[src/rtl/bbcore_ctrl.sv]
// Command sequencer for one BitBlade compute core: streams act/weight buffer
// reads, drives the core control strobes, waits for done and hands off the psum.
module bbcore_ctrl #(
  parameter int ADDR_W  = 10,
  parameter int TIMEOUT = 64
) (
  input  logic              CLK,
  input  logic              RST,
  input  logic              i_Start,
  input  logic [ADDR_W-1:0] i_Len,
  input  logic [ADDR_W-1:0] i_Act_Base,
  input  logic [ADDR_W-1:0] i_W_Base,
  input  logic [1:0]        i_Act_Prec,
  input  logic [1:0]        i_W_Prec,
  input  logic              i_Stall,
  output logic              o_Rd_En,
  output logic [ADDR_W-1:0] o_Act_Addr,
  output logic [ADDR_W-1:0] o_W_Addr,
  output logic              o_Core_Vld,
  output logic              o_Sel_Bias,
  output logic              o_Flush,
  output logic [3:0]        o_Precision,
  input  logic              i_Core_Done,
  output logic              o_Psum_Vld,
  input  logic              i_Psum_Rdy,
  output logic              o_Busy,
  output logic              o_Done,
  output logic              o_Timeout,
  output logic              o_Err
);

  localparam int WD_W = $clog2(TIMEOUT + 1);

  typedef enum logic [2:0] {IDLE, STREAM, FLUSH, WAIT_DONE, OUT} state_e;

  state_e            state_q, state_d;
  logic [ADDR_W-1:0] len_q, act_base_q, w_base_q, k_q;
  logic [3:0]        prec_q;
  logic [WD_W-1:0]   wd_q;
  logic              core_vld_q, sel_bias_q, flush_q, done_q, err_q, timeout_q;

  logic accept, reject, beat, last_beat, done_seen, wd_expire, handshake;

  assign accept    = (state_q == IDLE) && i_Start && (i_Len != '0);
  assign reject    = (state_q == IDLE) && i_Start && (i_Len == '0);
  assign beat      = (state_q == STREAM) && !i_Stall;
  assign last_beat = beat && (k_q == len_q - ADDR_W'(1));
  // The WAIT_DONE cycle that carries o_Flush is too early for a genuine done.
  assign done_seen = (state_q == WAIT_DONE) && i_Core_Done && !flush_q;
  assign wd_expire = (state_q == WAIT_DONE) && !done_seen && (wd_q == WD_W'(TIMEOUT - 1));
  assign handshake = (state_q == OUT) && i_Psum_Rdy;

  // NOTE: sequential state uses non-blocking assignments so every register
  // samples pre-edge values regardless of process ordering.
  always_ff @(posedge CLK or negedge RST) begin
    if (!RST) state_q <= IDLE;
    else      state_q <= state_d;
  end

  always_comb begin
    // NOTE: default first so no path through the case leaves state_d unassigned
    // (which would infer a latch).
    state_d = state_q;
    unique case (state_q)
      IDLE:      if (accept)    state_d = STREAM;
      STREAM:    if (last_beat) state_d = FLUSH;
      FLUSH:                    state_d = WAIT_DONE;
      WAIT_DONE: if (done_seen) state_d = OUT;
                 else if (wd_expire) state_d = IDLE;
      OUT:       if (handshake) state_d = IDLE;
      default:                  state_d = IDLE;
    endcase
  end

  always_comb begin
    o_Rd_En    = beat;
    o_Busy     = (state_q != IDLE);
    o_Psum_Vld = (state_q == OUT);
    o_Act_Addr = act_base_q + k_q;
    o_W_Addr   = w_base_q + k_q;
  end

  // NOTE: every control/datapath register is reset, so outputs are all zero
  // the instant RST asserts, even mid-stream.
  always_ff @(posedge CLK or negedge RST) begin
    if (!RST) begin
      len_q      <= '0;
      act_base_q <= '0;
      w_base_q   <= '0;
      k_q        <= '0;
      prec_q     <= '0;
      wd_q       <= '0;
      core_vld_q <= 1'b0;
      sel_bias_q <= 1'b0;
      flush_q    <= 1'b0;
      done_q     <= 1'b0;
      err_q      <= 1'b0;
      timeout_q  <= 1'b0;
    end else begin
      core_vld_q <= beat;
      sel_bias_q <= beat && (k_q == '0);
      flush_q    <= (state_q == FLUSH);
      done_q     <= handshake;
      err_q      <= reject;
      if (accept) begin
        len_q      <= i_Len;
        act_base_q <= i_Act_Base;
        w_base_q   <= i_W_Base;
        prec_q     <= {i_Act_Prec, i_W_Prec};
        k_q        <= '0;
        timeout_q  <= 1'b0;
      end else if (beat) begin
        k_q <= k_q + ADDR_W'(1);
      end
      if (state_q == FLUSH)          wd_q <= '0;
      else if (state_q == WAIT_DONE) wd_q <= wd_q + WD_W'(1);
      if (wd_expire) timeout_q <= 1'b1;
    end
  end

  assign o_Core_Vld  = core_vld_q;
  assign o_Sel_Bias  = sel_bias_q;
  assign o_Flush     = flush_q;
  assign o_Precision = prec_q;
  assign o_Done      = done_q;
  assign o_Err       = err_q;
  assign o_Timeout   = timeout_q;

endmodule

[config.mk]
export PLATFORM = sky130hd
export DESIGN_NAME = bbcore_ctrl
export DESIGN_NICKNAME = d
export VERILOG_FILES = /design/src/rtl/bbcore_ctrl.sv
export SDC_FILE = /design/constraint.sdc
export NUM_CORES = 1
export LEC_CHECK = 0
export CAP_MARGIN = 5
export CORE_MARGIN = 2
export CORE_UTILIZATION = 52
export DETAILED_ROUTE_END_ITERATION = 10
export GPL_TIMING_DRIVEN = 0
export PLACE_DENSITY = 0.93
export RECOVER_POWER = 25
export SLEW_MARGIN = 20
export SYNTH_ARGS = -nofsm -noshare
export SYNTH_HDL_FRONTEND = slang
export SYNTH_SLANG_ARGS = --single-unit
export TNS_END_PERCENT = 100
[constraint.sdc]
create_clock -name CLK -period 2.3 [get_ports CLK]
set_input_delay 0.23 -clock CLK [delete_from_list [all_inputs] [get_ports CLK]]
set_output_delay 0.23 -clock CLK [all_outputs]
set_load 0.1 [all_outputs]
==> impl_summary.md <==
Outcome
The run finished, with violations left. The final reports fail on negative setup slack.

Timing
Setup violations remaining at the end of the flow were counted as 12. In the post-route analysis, the smallest setup slack over all paths is -0.480 ns. Derived from the worst setup path, the maximum achievable clock frequency is between 300 and 400 MHz. The number of endpoints with negative hold slack in the final report is 0. At the pin with the least slew margin, the transition time is about 1.4 ns.

Between clock sinks in the finished design, the worst skew comes to just under 0.006 ns. Setup repair after global routing could not meet its margin everywhere. The final count of pins violating max slew is 0. Final hold analysis gives a worst-case slack of ~0.32 ns.

The worst path in the final design needs a cycle of roughly 2.8 ns, including I/O delays and setup. The relative max-transition margin is 0.0978. Of the available clock period, the critical path in the final layout requires 1.21.

Route
The detailed router finished its first iteration with roughly 260 violations. The final routed wire length divided by cell count is 18.8 um. In this run the remaining antenna-violating nets after routing total 0. The post-detailed-route via-to-cell ratio is between 5 and 6. The number of detailed-routing iterations run before antenna repair is 4. The final route contains 3185 vias. The aggregate routed wire length is around 10 mm. The count of unresolved DRC violations after routing is 0.

Synth
The sequential-to-total area share from yosys stat is 0.414. For this run, the number of Yosys warnings is 0. Of the post-synthesis cell area, the part taken by muxes is 0.0925. The adder-cell area share of the yosys netlist is 0.0870. The synthesized-area fraction occupied by and/or/nand/nor cells is 0.190. The main combinational cell family by area after synthesis is simple AND/OR/NAND/NOR gates. The xor and xnor area share after synthesis is 0.0870.

In this run the mean area of a mapped cell was 10.1 sq um. In the synthesized netlist, the number of instances is approximately 360. The number of flip-flops and latches in the synthesized netlist is 60. The distinct cell type count after synthesis is around 50.

The dominant synthesized flop cell is dfrtp_1. The compound-gate portion of the synthesized area is 0.0929. The fraction of registers with async set or reset after synthesis is 1.00. The number of nets in the synthesized netlist is 422. The netlist area before placement is between 0.003 and 0.004 sq mm. The number of enable flip-flop cells after synthesis is 0.

Floorplanning
The initial core utilization is 0.536. The die area is about 0.0077 sq mm. The placement row count is 30. The I/O pin count is 73. The die is roughly 90 um wide. In this run the standard cell core region covers approximately 0.0068 sq mm. The vertical extent of the die is a little under 90 um.

Global route
The first global-routing pass estimated around 16 mm of wire. The all-layer global routing usage is 0.271. The number of antenna violations at the first check in global routing is 0. The pin count of the biggest net entering global routing is 56.

The total congestion overflow is 0. The via count of the first global-routing pass came to about 3.2k.

Finish
Leaving out fill and tap cells, the most frequent cell in the layout is dfrtp_1. The number of nets in the layout is between 500 and 600. The top cell types in the final layout, fill and taps aside, are 56 x dfrtp_1, 48 x clkdlybuf4s50_1, 35 x nand2_1. At the end of the flow the core is filled with cells to 0.769.

The filler cell count in the final layout is ~400. Summing all non-filler instances in the final layout gives an area of between 0.005 and 0.006 sq mm. From synthesis to final layout, the design area changed by 43.4%. The proportion of layout cells with a drive suffix above 1 is 0.320. The number of antenna cells inserted is 0.

Clock tree
The clock net sink count is 60. After clock tree synthesis, the clock-pin slew on the worst setup and hold paths is 0.06 ns. For the worst-skew pair, the clock arrives at the later sink with an insertion delay of 0.34 ns. Clock tree synthesis inserted a total of 9 buffers.

The maximum clock path buffer count is 2. The deepest level of the CTS H-tree is 3. TritonCTS built the clock tree. The buffer cell driving the clock tree root is clkbuf_8.

Worst setup path
The worst setup path is captured at a primary output. The critical path is of the flip-flop to primary output type. The data arrival time of the critical path is roughly 2.6 ns. Along the worst path, the maximum fanout reaches 4. The worst setup path is launched from a flip-flop. The endpoint required time on the critical path is between 2 and 2.5 ns.

Placed design
The placer's final routability congestion estimate is 0.904. The HPWL after detailed placement is 6.47 mm. The placed instances occupy a cell area of roughly 0.0047 sq mm. The number of port buffers is roughly 70.

Flow run
Max-cap violations in this run came to 0.

Min path
The tightest min-delay check is of the input port to asynchronous set/reset pin type.
## metrics by stage
step / worst slack [ns] / TNS [ns] / std cells
3_5_place_dp: -1.22 / -13.79 / 511
3_3_place_gp: -1.16 / -64.46 / 510
4_1_cts: -0.467 / -3.22 / 533
5_1_grt: -0.621 / -4.92 / 540
6_report: -0.480 / -3.72 / 540
2_1_floorplan: -0.539 / -4.00 / 358
## cells by family after synthesis
logic type / count (synthesis)
flops: 60
fa+ha+maj: 24
compound gates: 52
simple gates: 130
buf+inv: 27
mux: 29
xor+xnor: 36
## state kept, by name, summed over array words and instances (netlist names), 3 cells and up
register / flops
state_q: 3
k_q: 10
w_base_q: 10
act_base_q: 10
o_Precision: 4
wd_q: 7
len_q: 10
## worst max-delay path: stages, from the launching register on
cell	delay (ns)
dfrtp_2	0.47
clkinvlp_4	0.19
fa_2	0.40
nor2b_2	0.15
o21ai_2	0.08
a21boi_2	0.22
o21ai_2	0.10
a21oi_2	0.24
xor2_4	0.18
buf_12	0.19
## synth_stat cells (all sizes together), types with 6 or more instances
cell type / number / area share
dfrtp: 60 / 0.41
nand2: 38 / 0.040
mux2: 27 / 0.087
nor2: 26 / 0.027
ha: 22 / 0.076
xnor2: 19 / 0.046
o21ai: 18 / 0.025
inv: 17 / 0.018
xor2: 17 / 0.041
nor3: 13 / 0.021
a21oi: 11 / 0.015
nand3: 11 / 0.015
and3: 8 / 0.014
a21o: 6 / 0.012
buf: 6 / 0.015
nor4: 6 / 0.019
## layout make-up
type	count	area (sq um)	share of cell area
Inverter	17	67.6	0.0130
Tap cell	80	100	0.0193
Buffer	10	70.1	0.0135
Sequential cell	60	1510	0.290
Clock buffer	14	153	0.0294
Clock inverter	2	10.0	0.00193
Multi-Input combinational cell	271	2380	0.459
Timing Repair Buffer	86	907	0.174
## repair_timing
item                                    4_1_cts  5_1_grt
hold buffers                                  1        0
endpoints found under the hold margin        60        0
pin swaps                                    12       14
resized for setup                           152       37
buffers inserted                              5        7
endpoints found under the setup margin       23       18
## routing by layer
metal	global-route usage	wire (um)	vias to the layer above
li1	-	-	1442
met1	0.318	3940	1556
met2	0.464	5200	143
met3	0.0540	553	44
met4	0.148	464	0
met5	0	0	-
## worst paths after layout
kind	end	slack [ns]	depth (start not counted)	start
worst max-delay path	o_Act_Addr[8]	-0.48	9	k_q[1]
worst min-delay path	o_Precision[3]	0.32	2	RST
worst max register to register	state_q[0]	0.20	5	len_q[3]
worst min register to register	o_Timeout	0.49	1	o_Timeout
max in group asynchronous	k_q[0]	0.28	3	RST
min in group CLK	o_Err	0.44	3	i_Start
Power is left out: the tool's default activity adds up to more than one toggle a clock period on the data nets, which glitch-free logic cannot reach.
